==> src/rtl/vx_cache_sets_reconfig_ctrl.sv <==
// Runtime set-count reconfiguration controller: gates core lanes, drains
// outstanding reads, flushes the cache, then commits the new set count.
module vx_cache_sets_reconfig_ctrl #(
    parameter int NUM_REQS        = 4,
    parameter int SETS_WIDTH      = 12,
    parameter int DEFAULT_SETS    = 64,
    parameter int MAX_SETS        = 1024,
    parameter int MAX_OUTSTANDING = 64
) (
    input  logic                  clk,
    input  logic                  reset_n,
    input  logic                  cfg_valid,
    input  logic [SETS_WIDTH-1:0] cfg_sets,
    output logic                  cfg_ready,
    output logic                  cfg_done,
    output logic                  cfg_err,
    output logic                  busy,
    input  logic [NUM_REQS-1:0]   req_valid_in,
    input  logic [NUM_REQS-1:0]   req_rw_in,
    output logic [NUM_REQS-1:0]   req_ready_out,
    output logic [NUM_REQS-1:0]   req_valid_out,
    input  logic [NUM_REQS-1:0]   req_ready_in,
    input  logic [NUM_REQS-1:0]   rsp_fire,
    output logic                  flush_req,
    input  logic                  flush_ack,
    output logic [SETS_WIDTH-1:0] unified_cache_sets
);

    localparam int CNT_W = $clog2(MAX_OUTSTANDING + 1);
    localparam logic signed [CNT_W+1:0] CNT_MAX_S = (CNT_W+2)'(MAX_OUTSTANDING);

    typedef enum logic [1:0] {IDLE, DRAIN, FLUSH, APPLY} state_e;

    state_e                 state_q;
    logic [SETS_WIDTH-1:0]  sets_q;
    logic [SETS_WIDTH-1:0]  pending_q;
    logic [CNT_W-1:0]       cnt_q;
    logic [CNT_W-1:0]       cnt_d;
    logic                   flush_req_q;
    logic                   cfg_done_q;
    logic                   cfg_err_q;
    logic                   busy_q;
    logic                   lanes_open;
    logic                   cfg_fire;
    logic [CNT_W:0]         inc_cnt;
    logic [CNT_W:0]         dec_cnt;
    logic signed [CNT_W+1:0] net_cnt;

    function automatic logic is_legal(input logic [SETS_WIDTH-1:0] v);
        return (v != '0) && ((v & (v - 1'b1)) == '0)
            && ({1'b0, v} <= (SETS_WIDTH+1)'(MAX_SETS));
    endfunction

    function automatic logic [CNT_W:0] popcnt(input logic [NUM_REQS-1:0] v);
        logic [CNT_W:0] s;
        s = '0;
        for (int i = 0; i < NUM_REQS; i++) begin
            s = s + {{CNT_W{1'b0}}, v[i]};
        end
        return s;
    endfunction

    function automatic logic [CNT_W-1:0] sat_cnt(input logic signed [CNT_W+1:0] v);
        if (v[CNT_W+1]) begin
            return '0;
        end else if (v > CNT_MAX_S) begin
            return CNT_W'(MAX_OUTSTANDING);
        end
        return v[CNT_W-1:0];
    endfunction

    assign lanes_open    = (state_q == IDLE);
    assign req_valid_out = lanes_open ? req_valid_in : '0;
    assign req_ready_out = lanes_open ? req_ready_in : '0;
    assign cfg_ready     = lanes_open && reset_n;
    assign cfg_fire      = cfg_valid && cfg_ready;

    assign flush_req          = flush_req_q;
    assign cfg_done           = cfg_done_q;
    assign cfg_err            = cfg_err_q;
    assign busy               = busy_q;
    assign unified_cache_sets = sets_q;

    // Writes are left to the flush; only read acceptances are tracked.
    always_comb begin
        inc_cnt = popcnt(req_valid_out & req_ready_in & ~req_rw_in);
        dec_cnt = popcnt(rsp_fire);
        net_cnt = $signed({2'b00, cnt_q}) + $signed({1'b0, inc_cnt})
                - $signed({1'b0, dec_cnt});
        cnt_d   = sat_cnt(net_cnt);
    end

    always_ff @(posedge clk) begin
        if (!reset_n) begin
            state_q     <= IDLE;
            sets_q      <= SETS_WIDTH'(DEFAULT_SETS);
            cnt_q       <= '0;
            flush_req_q <= 1'b0;
            cfg_done_q  <= 1'b0;
            cfg_err_q   <= 1'b0;
            busy_q      <= 1'b0;
        end else begin
            assert (!net_cnt[CNT_W+1] && (net_cnt <= CNT_MAX_S));
            cnt_q      <= cnt_d;
            cfg_done_q <= 1'b0;
            cfg_err_q  <= 1'b0;
            case (state_q)
                IDLE: begin
                    if (cfg_fire) begin
                        if (!is_legal(cfg_sets)) begin
                            cfg_err_q <= 1'b1;
                        end else if (cfg_sets == sets_q) begin
                            cfg_done_q <= 1'b1;
                        end else begin
                            state_q <= DRAIN;
                            busy_q  <= 1'b1;
                        end
                    end
                end
                DRAIN: begin
                    if (cnt_q == '0) begin
                        state_q     <= FLUSH;
                        flush_req_q <= 1'b1;
                    end
                end
                FLUSH: begin
                    if (flush_ack) begin
                        state_q     <= APPLY;
                        flush_req_q <= 1'b0;
                    end
                end
                APPLY: begin
                    sets_q     <= pending_q;
                    cfg_done_q <= 1'b1;
                    busy_q     <= 1'b0;
                    state_q    <= IDLE;
                end
                default: state_q <= IDLE;
            endcase
        end
    end

    // Data-only register: its content is meaningless outside DRAIN..APPLY.
    always_ff @(posedge clk) begin
        if (cfg_fire) begin
            pending_q <= cfg_sets;
        end
    end

endmodule
==> config.mk <==
export PLATFORM = sky130hd
export DESIGN_NAME = vx_cache_sets_reconfig_ctrl
export DESIGN_NICKNAME = d
export VERILOG_FILES = /design/src/rtl/vx_cache_sets_reconfig_ctrl.sv
export SDC_FILE = /design/constraint.sdc
export NUM_CORES = 1
export LEC_CHECK = 0
export ABC_AREA = 0
export CAP_MARGIN = 15
export CELL_PAD_IN_SITES_DETAIL_PLACEMENT = 1
export CELL_PAD_IN_SITES_GLOBAL_PLACEMENT = 2
export CORE_ASPECT_RATIO = 1.2
export CORE_MARGIN = 3
export CORE_UTILIZATION = 32
export DETAILED_ROUTE_END_ITERATION = 7
export GPL_ROUTABILITY_DRIVEN = 0
export GPL_TIMING_DRIVEN = 1
export PLACE_DENSITY_LB_ADDON = 0.25
export SYNTH_ARGS = -nofsm -noshare
export SYNTH_HDL_FRONTEND = slang
export SYNTH_SLANG_ARGS = --single-unit
==> constraint.sdc <==
create_clock -name clk -period 13.3 [get_ports clk]
set_input_delay 2.66 -clock clk [delete_from_list [all_inputs] [get_ports clk]]
set_output_delay 2.66 -clock clk [all_outputs]
set_load 0.01 [all_outputs]
==> results of run 1 <==
-- Yosys cell counts, types with 3 or more instances --
| master | instances |
|---|---|
| nor3_1 | 7 |
| nor4_1 | 3 |
| inv_1 | 30 |
| clkbuf_1 | 4 |
| and2_1 | 10 |
| nor2_1 | 8 |
| fa_1 | 8 |
| o21ai_0 | 3 |
| nor3b_1 | 3 |
| a31oi_1 | 4 |
| mux2i_1 | 15 |
| nor2b_1 | 13 |
| ha_1 | 15 |
| dfxtp_1 | 25 |
| xnor2_1 | 15 |
| and3b_1 | 3 |
| nand2_1 | 16 |
| edfxtp_1 | 12 |
| a21oi_1 | 4 |
| a211oi_1 | 3 |
-- area by class of cell --
type	count	area, sq um
Sequential cell	37	861
Clock buffer	6	72.6
Timing Repair Buffer	57	568
Inverter	30	113
Tap cell	87	109
Multi-Input combinational cell	160	1300
Fill cell	790	3860
Clock inverter	2	10.0
-- through the flow --
stage | utilization [%] | setup slack (ns) | hold slack, ns | instances
final | 44.0 | 6.55 | 0.469 | 379
after global routing | 44.0 | 6.48 | 0.512 | 379
after floorplan | - | 7.21 | 0.438 | 233
after CTS | 44.0 | 6.52 | 0.474 | 379
after global placement | 42.8 | 6.54 | 0.466 | 371
after detailed placement | 42.8 | 6.52 | 0.459 | 371
-- layer usage --
| layer | vias up | part of all wire, % | global-route usage, % |
|---|---|---|---|
| met5 | - | 0 | 0 |
| met4 | 0 | 0.95 | 3.77 |
| met3 | 4 | 3.6 | 2.76 |
| met2 | 35 | 55 | 27.8 |
| met1 | 880 | 41 | 16.1 |
| li1 | 907 | - | - |
-- worst max-delay path, cell delays in order --
cell and delay [ns]:
clkdlybuf4s50_1 0.45, buf_4 0.24, and2_1 0.19, clkdlybuf4s50_1 0.54
-- power groups by stage --
stage          combinational (mW)  sequential (mW)  clock (mW)
2_1_floorplan               0.186            0.133           0
5_1_grt                     0.280            0.134      0.0841
4_1_cts                     0.247            0.133      0.0785
6_report                    0.243            0.132      0.0756
3_3_place_gp                0.242            0.135           0
3_5_place_dp                0.245            0.135           0
-- sequential cells by signal (all words and copies together) (netlist names) --
signal and count:
busy 1, cfg_done 1, cfg_err 1, cnt_q 7, flush_req 1, pending_q 12
state_q 2, unified_cache_sets 12
-- cell families after synthesis --
group	share of synthesized area (%)
AO/OA/AOI/OAI	8.66
XOR/XNOR	5.72
adder cells (fa/ha/maj)	15.1
buffers and inverters	5.99
flip-flops	37.5
multiplexers	6.54
AND/OR/NAND/NOR	20.5
-- final timing paths --
check	endpoint	slack [ns]
worst max-delay path	cfg_ready	6.55
worst min-delay path	busy	0.47
worst max register to register	cnt_q[2]	8.79
worst min register to register	busy	0.47
==> results.toml, run 1 <==
[job]
max-cap-violations = 0

[clock_network]
cts_tree = "built"
h-tree-depth = 2
clock_sinks = 37
postCtsHoldBufs = 0
cts_resized = 0
clk_pin_slew_worst_paths_ns = 0.07
clk_latency_ns = 0.28
postCtsSetupRepairBufs = 0
cts_made_buffers = 5
clockBufferDepth = 2
cts_root_buffer = "clkbuf_8"

[min_path]
hold_path_class = "register to register"
worstHoldStart = "busy"
holdPathStages = 2

[pwr]
p_clk_share_pct = 16.8
p_leak_nw = 1.12
p_per_area_nw_per_um2 = 149
p_comb_share_pct = 53.9
finalPower_mw = 0.451
vdd_ir_drop_max_mv = 0.162
p_switching_mw = 0.177
switching_share_pct = 39.4
cell_internal_pwr_mw = 0.273
p_seq_share_pct = 29.3

[synthesis]
async_flop_share_pct = 0
netlist_instances = 233
yosysTopAreaCell = "dfxtp_1"
synth-seq-area-share_pct = 37.5
mappedNetlistNets = 288
synth_top_flop_cell = "dfxtp_1"
netlist.area_leader.share_pct = 21.8
yosysWarnings = 0
syn_avg_cell_area_sq_um = 9.86
synth.distinct_cells = 46
synth-edff-count = 12
netlist_area_sq_um = 2300
synth-seq-cells = 37
synth_area_leaders = "dfxtp_1 22%, edfxtp_1 16%, ha_1 8.2%, fa_1 7.0%, mux2i_1 6.5%"

[floorplanning]
die_w_microns = 83.3
die_y_microns = 98.8
start_util_pct = 33.3
rows = 33
ios = 57
core_area_sq_um = 6900
floorplan.die_area_sq_um = 8240

[critical_path]
cp_data_arrival_time_ns = 4.09
crit_path_start_kind = "primary input"
crit_start = "reset_n"
cp-end-kind = "output port"
crit_type = "primary input to output port"
reg2reg_depth = 18
rr_startpoint = "state_q[0]"
critPathMaxFanout = 25
cp.required_ns = 10.64

[final_layout]
antenna_cells = 0
nets = 346
postLayoutCellArea_sq_um = 3030
area_delta_synth_final_pct = 32.0
layout_commonest_cell = "clkdlybuf4s50_1"
drive_above_1_share_pct = 5.14
mostFrequentLayoutCells = "56 x clkdlybuf4s50_1, 30 x inv_1, 25 x dfxtp_1, 16 x nand2_1"

[timing]
clock.fmax_mhz = 148
finalCriticalPeriod_ns = 6.75
slew-limit-headroom_pct = 43.5
fin_skew_ns = 0.00276
fin_crit_sh_pct = 50.8
rsz0062_at_grt = "no"
worst_slew_pin_slew_ns = 0.847
tns_ns = 0
finalHoldViolCount = 0
drv_slew = 0
setup_viol = 0

[place]
io_buffers = 56
placed_area_sq_um = 2950
dp_hpwl_mm = 4.59

[drt]
wire_per_inst_microns = 14.7
vias_per_cell = 4.82
drcViolationCount = 0
drt_iter0_drc = 42
drtPass1Iterations = 4
ant_nets = 0
wl_mm = 5.58
via_count = 1826

[grt]
grt_max_degree = 26
grt_pass1_vias = 1990
grt_pass1_wl_mm = 9.59
antenna_found_initial = 0
grt_usage_pct = 14.4
gr-total-overflow = 0

[outcome]
status = "finished, final reports clean"
Power figures use the tool's default switching activity.
==> inputs of run 2 (changes only) <==
--- a/config.mk
+++ b/config.mk
@@ -11,7 +11,7 @@
 export CELL_PAD_IN_SITES_GLOBAL_PLACEMENT = 2
 export CORE_ASPECT_RATIO = 1.2
 export CORE_MARGIN = 3
-export CORE_UTILIZATION = 32
+export CORE_UTILIZATION = 30
 export DETAILED_ROUTE_END_ITERATION = 7
 export GPL_ROUTABILITY_DRIVEN = 0
 export GPL_TIMING_DRIVEN = 1
==> constraint.sdc (replaced) <==
create_clock -name clk -period 6.6 [get_ports clk]
set_input_delay 1.32 -clock clk [delete_from_list [all_inputs] [get_ports clk]]
set_output_delay 1.32 -clock clk [all_outputs]
set_load 0.01 [all_outputs]
==> run 2 against run 1 <==
Worst setup slack lost 4.9 ns. Power rose by 100%. Sequential cell count unchanged. Non-clock buffer count unchanged. Largest cell class unchanged.
==> results.toml, run 2 (synthesis results as in run 1) <==
[timing]
setup_viol = 0
fin_crit_sh_pct = 75.6
fin_skew_ns = 0.00421
clock.fmax_mhz = 201
tns_ns = 0
worst_slew_pin_slew_ns = 0.857
fin_ws_ns = 1.61
slew-limit-headroom_pct = 42.9
drv_slew = 0
rsz0062_at_grt = "no"
finalCriticalPeriod_ns = 4.99
finalHoldViolCount = 0

[final_layout]
drive_above_1_share_pct = 5.14
nets = 346
seq_area_sq_um = 861
fillers = 844
layout_commonest_cell = "clkdlybuf4s50_1"
multi_input_area_sq_um = 1300
antenna_cells = 0
area_delta_synth_final_pct = 32.1
layout.cells.non_filler = 382
mostFrequentLayoutCells = "56 x clkdlybuf4s50_1, 30 x inv_1, 25 x dfxtp_1, 16 x nand2_1"

[clock_network]
clk_pin_slew_worst_paths_ns = 0.07
clockBufferDepth = 2
cts_resized = 0
clock_sinks = 37
cts_made_buffers = 5
postCtsHoldBufs = 0
postCtsSetupRepairBufs = 0
cts_tree = "built"
clk_latency_ns = 0.29
cts_root_buffer = "clkbuf_8"
h-tree-depth = 2

[critical_path]
cp-end-kind = "register"
critPathMaxFanout = 4
cp_slowest_cell = "fa_1"
crit_type = "primary input to register"
critPathBufInv = 4
cp_cell_sequence = "clkdlybuf4s50_1 -> and2_1 -> and3b_1 -> fa_1 -> inv_1 -> fa_1 -> fa_1 -> inv_1 -> ha_1 -> inv_1 -> fa_1 -> nor2b_1 -> o31a_1 -> o21a_1 -> or3_1 -> nand4b_1 -> nor3b_1"
cp_top_family = "adder cells"
crit_path_start_kind = "primary input"
cp.required_ns = 6.78
max_stage_delay_ns = 0.55
crit_top_cell = "fa_1"
cp_data_arrival_time_ns = 5.16

[floorplanning]
die_y_microns = 102
die_w_microns = 85.9
floorplan.die_area_sq_um = 8750
core_area_sq_um = 7360
start_util_pct = 31.2
ios = 57
rows = 34

[job]
max-cap-violations = 0

[grt]
antenna_found_initial = 0
gr-total-overflow = 0
grt_max_degree = 26
grt_usage_pct = 13.8
grt_pass1_wl_mm = 9.49
grt_pass1_vias = 1963

[outcome]
status = "finished, final reports clean"

[drt]
via_count = 1815
drtPass1Iterations = 4
vias_per_cell = 4.75
ant_nets = 0
wire_per_inst_microns = 14.7
wl_mm = 5.63
drt_iter0_drc = 48
drcViolationCount = 0

[place]
dp_cells = 374
dp_hpwl_mm = 4.53
io_buffers = 56
pre_cts_ws_ns = 1.29

[pwr]
p_leak_nw = 1.12
vdd_ir_drop_max_mv = 0.340
p_per_area_nw_per_um2 = 301

[min_path]
hold_path_class = "register to register"
[run 2: cell counts in the layout (fill, tap and decap cells not counted)]
Identical to the previous run, type by type.
[run 2: power breakdown]
part	switching [mW]	total, mW	internal [mW]
Clock	0.0784	0.152	0.0731
Sequential	0.0128	0.267	0.255
Combinational	0.270	0.494	0.224
Total	0.362	0.913	0.551
[run 2: metrics by stage]
stage                     util [%]  hold slack (ns)  area (sq um)  power [mW]
after floorplan                  -            0.438          2300       0.643
after global placement        40.1            0.461          2950       0.769
after detailed placement      40.1            0.462          2950       0.773
after CTS                     41.2            0.484          3040       0.930
after global routing          41.2            0.515          3040        1.01
final                         41.2            0.477          3040       0.913
[run 2: tightest hold or removal path: stages, from the launching register on]
cell and delay, ns:
edfxtp_1 0.33, mux2i_1 0.07, nand2_1 0.06
[run 2: path summary, 6_finish.rpt]
check,startpoint,to,slack (ns),cells after the start
worst max-delay path,req_ready_in[0],cnt_q[2],1.61,17
worst min-delay path,pending_q[6],unified_cache_sets[6],0.48,2
worst max register to register,state_q[0],cnt_q[2],2.17,18
worst min register to register,pending_q[6],unified_cache_sets[6],0.48,2
[run 2: cell type report]
class | instances | area share (%)
clock buffers | 6 | 2.39
well taps | 90 | 3.71
flip-flops and latches | 37 | 28.4
clock inverters | 2 | 0.330
multi-input cells | 160 | 42.8
inverters | 30 | 3.71
repair buffers | 57 | 18.7
[run 2: per-layer routing]
layer | up-vias | wire length (microns) | track usage, %
met3 | 4 | 197 | 1.94
met2 | 28 | 2970 | 25.8
met4 | 0 | 57 | 4.75
met1 | 875 | 2400 | 16.0
met5 | - | 0 | 0
li1 | 908 | - | -
==> inputs of run 3 (changes only) <==
--- a/config.mk
+++ b/config.mk
@@ -11,7 +11,7 @@
 export CELL_PAD_IN_SITES_GLOBAL_PLACEMENT = 2
 export CORE_ASPECT_RATIO = 1.2
 export CORE_MARGIN = 3
-export CORE_UTILIZATION = 30
+export CORE_UTILIZATION = 27
 export DETAILED_ROUTE_END_ITERATION = 7
 export GPL_ROUTABILITY_DRIVEN = 0
 export GPL_TIMING_DRIVEN = 1
==> constraint.sdc (replaced) <==
create_clock -name clk -period 4.5 [get_ports clk]
set_input_delay 0.9 -clock clk [delete_from_list [all_inputs] [get_ports clk]]
set_output_delay 0.9 -clock clk [all_outputs]
set_load 0.01 [all_outputs]
==> run 3 against run 2 <==
Sequential share of layout area decreased by 1.6 points. Non-clock buffer count grew 12. Worst setup slack got worse by 1.4 ns. Hold slack better by 0.013 ns. Wire length increased by 6.8%. Critical path type unchanged. Largest power group unchanged.
==> results.toml, run 3 (synthesis results as in run 1) <==
[clock_network]
cts_tree = "built"
cts_made_buffers = 5
postCtsHoldBufs = 0
clockBufferDepth = 2
clock_sinks = 37
clk_latency_ns = 0.29
clk_pin_slew_worst_paths_ns = 0.07
cts_root_buffer = "clkbuf_8"
h-tree-depth = 2

[final_layout]
nets = 358
area_delta_synth_final_pct = 40.3
mostFrequentLayoutCells = "47 x clkdlybuf4s50_1, 28 x inv_1, 25 x dfxtp_1, 16 x nand2_1"
fillers = 954
drive_above_1_share_pct = 14.5
postLayoutCellArea_sq_um = 3220
layout_commonest_cell = "clkdlybuf4s50_1"
antenna_cells = 0

[floorplanning]
start_util_pct = 28.0
die_y_microns = 107
rows = 36
ios = 57
floorplan.die_area_sq_um = 9660
die_w_microns = 90.2
core_area_sq_um = 8200

[min_path]
hold_path_class = "register to register"

[timing]
finalHoldViolCount = 0
fin_ws_ns = 0.189
tns_ns = 0
clock.fmax_mhz = 232
slew-limit-headroom_pct = 41.0
fin_skew_ns = 0.00647
finalCriticalPeriod_ns = 4.31
drv_slew = 0
fin_crit_sh_pct = 95.8
worst_slew_pin_slew_ns = 0.886
setup_viol = 0

[drt]
wire_per_inst_microns = 14.4
ant_nets = 0
drtPass1Iterations = 4
wl_mm = 6.01
drt_iter0_drc = 22
via_count = 1887
drcViolationCount = 0
vias_per_cell = 4.51

[pwr]
p_clk_share_pct = 14.7
p_switching_mw = 0.576
p_comb_share_pct = 59.8
cell_internal_pwr_mw = 0.952
p_seq_share_pct = 25.6
p_per_area_nw_per_um2 = 474
switching_share_pct = 37.7
p_leak_nw = 1.27
finalPower_mw = 1.53
vdd_ir_drop_max_mv = 0.557

[critical_path]
max_stage_delay_ns = 0.55
crit_path_start_kind = "primary input"
cp_top_family = "adder cells"
cp.required_ns = 4.68
critPathMaxFanout = 4
cp-end-kind = "register"
crit_type = "primary input to register"
cp_data_arrival_time_ns = 4.49
critPathBufInv = 4
cp_slowest_cell = "fa_1"
cp_cell_sequence = "dlymetal6s2s_1 -> and2_4 -> and3b_2 -> fa_1 -> inv_2 -> fa_2 -> fa_1 -> inv_1 -> ha_2 -> inv_2 -> fa_2 -> nor2b_2 -> o31a_1 -> o21a_1 -> or3_4 -> nand4b_1 -> nor3b_2"

[place]
pre_cts_ws_ns = -0.398
io_buffers = 56
placed_area_sq_um = 3050
dp_hpwl_mm = 4.75

[grt]
grt_max_degree = 26
gr-total-overflow = 0
antenna_found_initial = 0
grt_usage_pct = 13.0
grt_pass1_vias = 2035
grt_pass1_wl_mm = 10.0

[outcome]
status = "finished, final reports clean"

[job]
max-cap-violations = 0
[run 3: changes by cell type in the layout (fill, tap and decap cells not counted), moves of 3 or more]
cell / change
buf_4: +12
and3b_1: -3
and2_4: +3
and3b_2: +3
and2_1: -3
dlymetal6s2s_1: +9
clkdlybuf4s50_1: -9
[run 3: power by group through the flow]
stage,logic [mW],registers [mW],clock network (mW)
detailed placement,0.838,0.400,0
floorplan,0.550,0.394,0
finish,0.913,0.391,0.224
CTS,0.915,0.392,0.235
global route,1.04,0.395,0.246
global placement,0.835,0.399,0
[run 3: routing by layer]
layer	global-route usage (%)	part of all wire, %	wire [microns]
met1	14.6	42	2510
met2	24.6	54	3260
met3	2.60	2.9	173
met4	3.94	1.2	70
met5	0	0	0
[run 3: path summary, 6_finish.rpt]
check / from / cells past startpoint / slack [ns] / to
worst max-delay path: req_valid_in[3] / 17 / 0.19 / cnt_q[2]
worst min-delay path: pending_q[6] / 2 / 0.49 / unified_cache_sets[6]
worst max register to register: state_q[0] / 18 / 0.26 / cnt_q[2]
worst min register to register: pending_q[6] / 2 / 0.49 / unified_cache_sets[6]
[run 3: stage by stage]
stage / util (%) / hold WS, ns / cells
floorplan: - / 0.438 / 233
global placement: 37.2 / 0.466 / 407
detailed placement: 37.2 / 0.480 / 407
CTS: 38.6 / 0.497 / 416
global route: 39.3 / 0.518 / 418
finish: 39.3 / 0.490 / 418
[run 3: final cells by class]
cell class                      instances  area (sq um)  share of cell area (%)
Clock buffer                            6          72.6                    2.25
Clock inverter                          2          10.0                   0.311
Inverter                               30           113                    3.50
Multi-Input combinational cell        160          1340                    41.7
Sequential cell                        37           861                    26.7
Tap cell                              114           143                    4.43
Timing Repair Buffer                   69           681                    21.1
[run 3: timing repair]
| action | CTS | global route |
|---|---|---|
| buffers inserted | 1 | 2 |
| endpoints found under the setup margin | 5 | 7 |
| resized for setup | 8 | 18 |
| pin swaps | 4 | 15 |
[run 3: worst min-delay path, stage by stage, from the launching register on]
cell and delay (ns):
edfxtp_1 0.33, mux2i_1 0.07, nand2_1 0.06
